## config.mk

```make
export PLATFORM = sky130hd
export DESIGN_NAME = tweaked_encrypted_fifo
export DESIGN_NICKNAME = d
export VERILOG_FILES = /design/src/rtl/tweaked_enc_fifo_pkg.sv /design/src/rtl/enc_fifo_ram.sv /design/src/rtl/tweaked_encrypted_fifo.sv
export SDC_FILE = /design/constraint.sdc
export NUM_CORES = 2
export LEC_CHECK = 0
export ABC_CLOCK_PERIOD_IN_PS = 4500
export BUFFER_PORTS_ARGS = -buffer_cell sky130_fd_sc_hd__buf_2
export CAP_MARGIN = 20
export CORE_MARGIN = 2
export CORE_UTILIZATION = 45
export CTS_CLUSTER_SIZE = 14
export DETAILED_ROUTE_END_ITERATION = 7
export PLACE_DENSITY_LB_ADDON = 0.3
export RECOVER_POWER = 50
export SYNTH_ARGS = -nofsm -noshare
export SYNTH_HDL_FRONTEND = slang
export SYNTH_SLANG_ARGS = --single-unit
```

## constraint.sdc

```tcl
create_clock -name clk -period 4.5 [get_ports clk]
set_input_delay 1.35 -clock clk [delete_from_list [all_inputs] [get_ports clk]]
set_output_delay 1.35 -clock clk [all_outputs]
set_load 0.02 [all_outputs]
```

## src/rtl/tweaked_enc_fifo_pkg.sv

```systemverilog
// Shared helpers for the tweaked encrypted FIFO: sequence tweak, parity tag
// and occupancy-counter width.
package tweaked_enc_fifo_pkg;

  // Widest data path the helpers support; callers cast down to their own width.
  localparam int MAX_W = 1024;

  function automatic logic [MAX_W-1:0] tweak(input logic [7:0] seq);
    return {(MAX_W/8){seq}};
  endfunction

  // Folds all bytes together, then reduces; zero-extension does not change it.
  function automatic logic byte_parity(input logic [MAX_W-1:0] data);
    logic [7:0] acc;
    acc = '0;
    for (int i = 0; i < MAX_W/8; i++) acc ^= data[i*8 +: 8];
    return ^acc;
  endfunction

  function automatic int cnt_w(input int depth);
    return $clog2(depth) + 1;
  endfunction

endpackage

```

## src/rtl/enc_fifo_ram.sv

```systemverilog
// Ciphertext + tag storage: one write port, one registered read port.
// Storage is not reset; only the read register is.
module enc_fifo_ram #(
  parameter int W     = 129,
  parameter int DEPTH = 16,
  parameter int AW    = 4
) (
  input  logic          clk,
  input  logic          rst_n,
  input  logic          i_wr_en,
  input  logic [AW-1:0] i_wr_addr,
  input  logic [W-1:0]  i_wr_data,
  input  logic          i_rd_en,
  input  logic [AW-1:0] i_rd_addr,
  output logic [W-1:0]  o_rd_data
);

  logic [W-1:0] r_mem [DEPTH];
  logic [W-1:0] r_rd_data;

  always_ff @(posedge clk) begin
    if (i_wr_en) r_mem[i_wr_addr] <= i_wr_data;
  end

  // Same-address read and write returns the old word (read-before-write).
  always_ff @(posedge clk or negedge rst_n) begin
    if (!rst_n)       r_rd_data <= '0;
    else if (i_rd_en) r_rd_data <= r_mem[i_rd_addr];
  end

  assign o_rd_data = r_rd_data;

endmodule

```

## src/rtl/tweaked_encrypted_fifo.sv

```systemverilog
// FIFO that stores only ciphertext: plain ^ key ^ tweak(seq) on write, inverse on
// read, with a parity tag per word. Handshake: wr/rd accepted in the cycle issued.
module tweaked_encrypted_fifo
  import tweaked_enc_fifo_pkg::*;
#(
  parameter int DATA_W    = 128,
  parameter int DEPTH     = 16,
  parameter int AFULL_TH  = DEPTH - 2,
  parameter int AEMPTY_TH = 2,
  localparam int AW = $clog2(DEPTH),
  localparam int CW = cnt_w(DEPTH)
) (
  input  logic              clk,
  input  logic              rst_n,
  input  logic [DATA_W-1:0] secret_key,
  input  logic              key_load,
  input  logic [DATA_W-1:0] plain_data_in,
  input  logic              wr_en,
  input  logic              rd_en,
  output logic [DATA_W-1:0] plain_data_out,
  output logic              rd_valid_o,
  output logic              full_o,
  output logic              empty_o,
  output logic              almost_full_o,
  output logic              almost_empty_o,
  output logic [CW-1:0]     count_o,
  output logic              overflow_o,
  output logic              underflow_o,
  output logic              key_rej_o,
  output logic              tag_err_o
);

  localparam logic [CW-1:0] DEPTH_C  = CW'(DEPTH);
  localparam logic [CW-1:0] AFULL_C  = CW'(AFULL_TH);
  localparam logic [CW-1:0] AEMPTY_C = CW'(AEMPTY_TH);

  logic [AW-1:0]     r_wr_ptr, r_rd_ptr;
  logic [7:0]        r_wr_seq, r_rd_seq;
  logic [DATA_W-1:0] r_key, r_rd_mask;
  logic [CW-1:0]     r_count;
  logic              r_full, r_empty, r_afull, r_aempty;
  logic              r_ovf, r_udf, r_krej, r_rd_valid;

  logic              w_rd_acc, w_wr_acc, w_key_acc;
  logic [CW-1:0]     w_cnt_nxt;
  logic [DATA_W-1:0] w_cipher, w_plain_rd;
  logic              w_wr_tag;
  logic [DATA_W:0]   w_ram_q;

  assign w_rd_acc  = rd_en & ~r_empty;
  assign w_wr_acc  = wr_en & (~r_full | w_rd_acc);
  assign w_key_acc = key_load & r_empty & ~wr_en;

  assign w_cipher = plain_data_in ^ r_key ^ DATA_W'(tweak(r_wr_seq));
  assign w_wr_tag = byte_parity(MAX_W'(plain_data_in));

  always_comb begin
    w_cnt_nxt = r_count;
    if (w_wr_acc && !w_rd_acc)      w_cnt_nxt = r_count + 1'b1;
    else if (w_rd_acc && !w_wr_acc) w_cnt_nxt = r_count - 1'b1;
  end

  enc_fifo_ram #(.W(DATA_W + 1), .DEPTH(DEPTH), .AW(AW)) u_ram (
    .clk       (clk),
    .rst_n     (rst_n),
    .i_wr_en   (w_wr_acc),
    .i_wr_addr (r_wr_ptr),
    .i_wr_data ({w_wr_tag, w_cipher}),
    .i_rd_en   (w_rd_acc),
    .i_rd_addr (r_rd_ptr),
    .o_rd_data (w_ram_q)
  );

  always_ff @(posedge clk or negedge rst_n) begin
    if (!rst_n) begin
      r_wr_ptr   <= '0;
      r_rd_ptr   <= '0;
      r_wr_seq   <= '0;
      r_rd_seq   <= '0;
      r_key      <= '0;
      r_rd_mask  <= '0;
      r_count    <= '0;
      r_full     <= 1'b0;
      r_empty    <= 1'b1;
      r_afull    <= 1'b0;
      r_aempty   <= 1'b1;
      r_ovf      <= 1'b0;
      r_udf      <= 1'b0;
      r_krej     <= 1'b0;
      r_rd_valid <= 1'b0;
    end else begin
      if (w_wr_acc) begin
        r_wr_ptr <= r_wr_ptr + 1'b1;
        r_wr_seq <= r_wr_seq + 8'd1;
      end
      // The mask is captured with the read so the output holds even if the key changes later.
      if (w_rd_acc) begin
        r_rd_ptr  <= r_rd_ptr + 1'b1;
        r_rd_seq  <= r_rd_seq + 8'd1;
        r_rd_mask <= r_key ^ DATA_W'(tweak(r_rd_seq));
      end
      if (w_key_acc) r_key <= secret_key;
      r_count    <= w_cnt_nxt;
      r_full     <= (w_cnt_nxt == DEPTH_C);
      r_empty    <= (w_cnt_nxt == '0);
      r_afull    <= (w_cnt_nxt >= AFULL_C);
      r_aempty   <= (w_cnt_nxt <= AEMPTY_C);
      r_ovf      <= r_ovf  | (wr_en & ~w_wr_acc);
      r_udf      <= r_udf  | (rd_en & ~w_rd_acc);
      r_krej     <= r_krej | (key_load & ~w_key_acc);
      r_rd_valid <= w_rd_acc;
    end
  end

  // Output is a pure XOR of two registers, so it is stable for the whole cycle.
  assign w_plain_rd     = w_ram_q[DATA_W-1:0] ^ r_rd_mask;
  assign plain_data_out = w_plain_rd;
  assign rd_valid_o     = r_rd_valid;
  assign tag_err_o      = r_rd_valid & (byte_parity(MAX_W'(w_plain_rd)) != w_ram_q[DATA_W]);
  assign full_o         = r_full;
  assign empty_o        = r_empty;
  assign almost_full_o  = r_afull;
  assign almost_empty_o = r_aempty;
  assign count_o        = r_count;
  assign overflow_o     = r_ovf;
  assign underflow_o    = r_udf;
  assign key_rej_o      = r_krej;

endmodule

```

# == Yosys cells after proc, flatten, opt, wreduce, memory -nomap -nowiden ==
# Memories as Yosys holds them, arrays and structs flattened. A register that Yosys moved wholly into a read port is not among the register bits.
# Index checks and enable logic that the tools add are counted.
# classes
addsub,6
mul,0
div,0
order_cmp,2
n_eq_ne,2
shift,0
mux,4
bitwise_logic,52
reduce_logical,8
# ops
op,count
$xor 128x128->128,4
$xor 8x8->8,30
$add 8x1->8 const B,2
$reduce_xor 8->1,2
$mux 5,2
$add 4x1->4 const B,2
$and 1x1->1,8
$not 1->1,6
$add 5x1->5 const B,1
$eq 5x5->1 const B,1
$ge 5x4->1 const B,1
$le 5x2->1 const B,1
$logic_not 5->1,1
$sub 5x1->5 const B,1
$or 1x1->1,4
$logic_not 1->1,3
$logic_and 1x1->1,2
$mux 1,2
$ne 1x1->1,1
# word_totals
register_bits,293
latchBits,0
mem_bits_rw,2064
rom_bits,0
output_inout_bits,142
wordCells,90
n_memories,1
# memory_table
memory,depth,width,read_ports,rd_clocked_by_memory_dff,wr,line,source
u_ram.r_mem,16,129,1,1,1,enc_fifo_ram.sv:18,logic [W-1:0] r_mem [DEPTH];

# == Depth between registers and ports, before layout ==
# depth
word_depth,19
mapped_depth,8
depth_no_buf,8

# == Modules after synthesis ==
# From an unflattened synthesis, not the netlist that was laid out.
# hier_totals
cells_unflattened,5352
area_unflattened_um2,100040.9
# by_module_without_submodules
mod,instances,cells_each,area_per_inst_um2,seq_area_each_um2
enc_fifo_ram,1,3766,82313.9,65207.5
tweaked_encrypted_fifo,1,1586,17727.0,7334.5

# == Least setup slack after synthesis ==
# No wires, ideal clock.
# synth_path
kind,in2reg
start,input port rd_en
end,memory u_ram.r_mem[4][0] (enable)
arrival_time_ps,5277
t_required_ps,3996
path_slack_ps,-1281
stages,6
n_path_buf,1
cell_sequence,nand2b_1 -> a21boi_1 -> clkbuf_1 -> nand2_1 -> nor2_1 -> and2_1
# synth_between
elab_chain_len,5
# synth_lines
item,line,source
from (decl),tweaked_encrypted_fifo.sv:19,"input logic rd_en,"
$and 1x1->1,tweaked_encrypted_fifo.sv:50,assign w_rd_acc = rd_en & ~r_empty;
$or 1x1->1,tweaked_encrypted_fifo.sv:51,assign w_wr_acc = wr_en & (~r_full | w_rd_acc);
$and 1x1->1,tweaked_encrypted_fifo.sv:51,
$mux 1,enc_fifo_ram.sv:22,if (i_wr_en) r_mem[i_wr_addr] <= i_wr_data;
$mux 1 (not written as such),enc_fifo_ram.sv:22,
to (decl),enc_fifo_ram.sv:18,
# Every way passes these cells.

# == Worst setup path in the final report ==
# layout_path
start,register r_rd_mask[60]
end,output port tag_err_o
# layout_between
elab_chain_len,13
# layout_lines
item,line,source
from (decl),tweaked_encrypted_fifo.sv:39,"logic [DATA_W-1:0] r_key, r_rd_mask;"
from (signal assigned),tweaked_encrypted_fifo.sv:100,r_rd_mask <= r_key ^ DATA_W'(tweak(r_rd_seq));
$xor 128x128->128,tweaked_encrypted_fifo.sv:116,assign w_plain_rd = w_ram_q[DATA_W-1:0] ^ r_rd_mask;
$xor 8x8->8 (9 in series),tweaked_enc_fifo_pkg.sv:16,for (int i = 0; i < MAX_W/8; i++) acc ^= data[i*8 +: 8];
$reduce_xor 8->1,tweaked_enc_fifo_pkg.sv:17,return ^acc;
$ne 1x1->1,tweaked_encrypted_fifo.sv:119,assign tag_err_o = r_rd_valid & (byte_parity(MAX_W'(w_plain_rd)) != w_ram_q[DATA_W]);
$and 1x1->1,tweaked_encrypted_fifo.sv:119,
to (decl),tweaked_encrypted_fifo.sv:30,output logic tag_err_o
# Every way passes these cells.

==> results.sh <==
export IMPL_h_tree_depth=4
export IMPL_drt_met1_wl_um=114000
export IMPL_finalCritPeriodShare_pct=115
export IMPL_dp_cells=8411
export IMPL_wire_per_inst_um=32.8
export IMPL_max_clock_path_buffers=3
export IMPL_vias=52800
export IMPL_ys_seq_area_share_pct=72.7
export IMPL_max_cap_viol_count=21
export IMPL_clk_pin_slew_ps=60
export IMPL_ios=403
export IMPL_synth_most_common_cell="edfxtp_1"
export IMPL_relSlewSlack_pct=-56.4
export IMPL_powerDensity_nw_per_um2=884
export IMPL_fmax_mhz=192
export IMPL_hold_violations=0
export IMPL_yosysUniqueCellTypes=42
export IMPL_initial_utilization_pct=45.3
export IMPL_synth_ff_type="edfxtp_1"
export IMPL_yosysWarningCount=0
export IMPL_grt_pass1_vias=52100
export IMPL_die_w_um=475
export IMPL_synthTopCellsByArea="edfxtp_1 62%, mux4_2 15%, dfrtp_1 11%, xnor2_1 4.8%, nand2_1 2.0%"
export IMPL_routabilityCongestion=0.837
export IMPL_ys_top_cells_by_count="2064 x edfxtp_1, 645 x mux4_2, 546 x xnor2_1"
export IMPL_fillers=17300
export IMPL_crit_path_end_kind="output port"
export IMPL_period_needed_ps=5200
export IMPL_synth_seq_cells=2486
export IMPL_die_h_um=475
export IMPL_async_reset_ff_share_pct=17.0
export IMPL_wl_met3_um=31500
export IMPL_yosysTopAreaCell="edfxtp_1"
export IMPL_post_synth_instance_area_um2=99700
export IMPL_io_buffers=402
export IMPL_grt_max_degree=189
export IMPL_viasPerCell=5.88
export IMPL_syn_num_nets=5272
export IMPL_root_buffer="clkbuf_16"
export IMPL_routed_top_layer="met5"
export IMPL_hpwl_um=180000
export IMPL_hold_class="reg -> reg"
export IMPL_gr_total_overflow=0
export IMPL_peakVddDrop_v=0.00153
export IMPL_slew_viol_final=555
export IMPL_coreArea_um2=220000
export IMPL_drc=0
export IMPL_postRouteAntennaNets=0
export IMPL_finish_net_count=6063
export IMPL_critPathMaxFanout=2
export IMPL_first_pass_iters=6
export IMPL_track_usage_pct=26.0
export IMPL_drt_iter0_markers=6958
export IMPL_holdPathStages=1
export IMPL_worstSkewPairLatency_ps=890
export IMPL_fp_row_count=172
export IMPL_required_ps=3150
export IMPL_netlist_area_leader_share_pct=62.1
export IMPL_cts_tree="yes"
export IMPL_antenna_found_initial=12
export IMPL_tightestPinTransition_ps=2350
export IMPL_synth_edf_count=2064
export IMPL_numCtsBuffers=239
export IMPL_setup_viol_count_final=15
export IMPL_totalWireLength_um=294000
export IMPL_violations="max-capacitance violations, max-slew violations, negative setup slack"
export IMPL_cts_sinks=2486
export IMPL_status="finished with violations"
export IMPL_die_area_um2=225000
export IMPL_area_delta_synth_final_pct=16.6
export IMPL_power_leakage_nw=40.2
export IMPL_wl_met2_um=136000
export IMPL_critPathKind="reg -> out"
export IMPL_rsz0062_at_grt="true"
export IMPL_worst_slack_ps=-696
export IMPL_p_total_mw=103
export IMPL_grt_pass1_wl_um=405000
export IMPL_cp_arrival_ps=3850
export IMPL_post_layout_nonfiller_instances=8973
export IMPL_syn_area_per_cell_um2=19.9
export IMPL_skew_ps=56.5
export IMPL_reg2regPathDepth=7
export IMPL_finalHoldWorstSlack_ps=452
export IMPL_drive_above_1_share_pct=28.8
export IMPL_cp_start_kind="register"
export IMPL_synthCells=5002
==> stage by stage <==
stage	instance area (um2)	utilization (%)	setup TNS [ps]	worst slack [ps]
2_1_floorplan	99800	-	0	164
3_3_place_gp	108000	49.1	-223	-223
3_5_place_dp	108000	49.1	-186	-186
4_1_cts	116000	52.8	-781	-781
5_1_grt	116000	52.9	-9250	-782
6_report	116000	52.9	-2830	-696
==> final timing paths <==
check                                          start                         endpoint  slack (ps)
max                        r_rd_mask[60]$_DFFE_PN0P_                        tag_err_o        -700
max in group asynchronous                      rst_n          r_rd_ptr[3]$_DFFE_PN0P_         500
min in group asynchronous                      rst_n  u_ram.o_rd_data[91]$_DFFE_PN0P_        1110
max reg2reg                        empty_o$_DFF_PN1_          r_rd_seq[7]$_DFFE_PN0P_        -440
min reg2reg                      key_rej_o$_DFF_PN0_              key_rej_o$_DFF_PN0_         450
min                              key_rej_o$_DFF_PN0_              key_rej_o$_DFF_PN0_         450
==> placed cells by master (no fill, tap or decap), drive strengths merged, types with 9 or more instances in the layout <==
master and count:
edfxtp 2064, buf 658, mux4 645, xnor2 546, nand2 530, clkbuf 466
dfrtp 420, xor2 183, mux2 129, o21ai 129, clkinv 92, bufinv 28
xor3 18, and2 17, xnor3 13, inv 13, ha 9
==> logic make-up (layout without fill, tap and decap cells) <==
| kind of cell | count (synthesis) | after routing | synth area share [%] |
|---|---|---|---|
| flops | 2486 | 2486 | 72.7 |
| mux | 774 | 774 | 16.0 |
| xor+xnor | 760 | 760 | 7.14 |
| simple gates | 576 | 576 | 2.28 |
| buf+inv | 256 | 1263 | 0.967 |
| compound gates | 141 | 141 | 0.736 |
| fa+ha+maj | 9 | 9 | 0.113 |
| other cells | 0 | 6 | 0 |
==> worst max-delay path: stages (launching register included) <==
cell and delay (ps):
dfrtp_1 390, xor2_1 780, xor3_4 570, xnor3_1 380, xnor3_2 520, and2_4 180
buf_6 120
==> state kept, by name, summed over array words and instances, names as in the netlist, 4 cells and up <==
name	flops
count_o	5
r_key	128
r_wr_seq	8
u_ram.o_rd_data	129
r_rd_seq	8
r_rd_mask	128
r_wr_ptr	4
u_ram.r_mem	2064
r_rd_ptr	4
==> metal layers <==
layer  vias to the layer above  global-route usage [%]
met5                         -                       0
met1                     28400                    35.9
li1                      21100                       -
met2                      2864                    39.6
met3                       442                    6.70
met4                         4                    10.2
==> layout make-up <==
| class | instances | area [um2] | area share [%] |
|---|---|---|---|
| flip-flops and latches | 2486 | 72600 | 62.4 |
| inverters | 6 | 23.8 | 0.0204 |
| clock buffers | 324 | 6560 | 5.64 |
| diodes | 6 | 15.0 | 0.0129 |
| repair buffers | 800 | 5490 | 4.72 |
| clock inverters | 133 | 1530 | 1.32 |
| well taps | 2958 | 3700 | 3.18 |
| multi-input cells | 2260 | 26400 | 22.7 |
==> where the power goes <==
part	leakage, nW	internal [mW]	switching (mW)	total [mW]
clock network	3.96	11.8	8.76	20.6
logic	12.3	18.4	24.9	43.2
registers	23.9	35.2	3.79	39.0
total	40.2	65.4	37.4	103
==> timing repair <==
item	in CTS	in global routing
endpoints found under the setup margin	1	1
resized for setup	20	11
pin swaps	13	9
hold buffers	0	0
setup buffers	3	1
(Power assumes the default switching activity.)
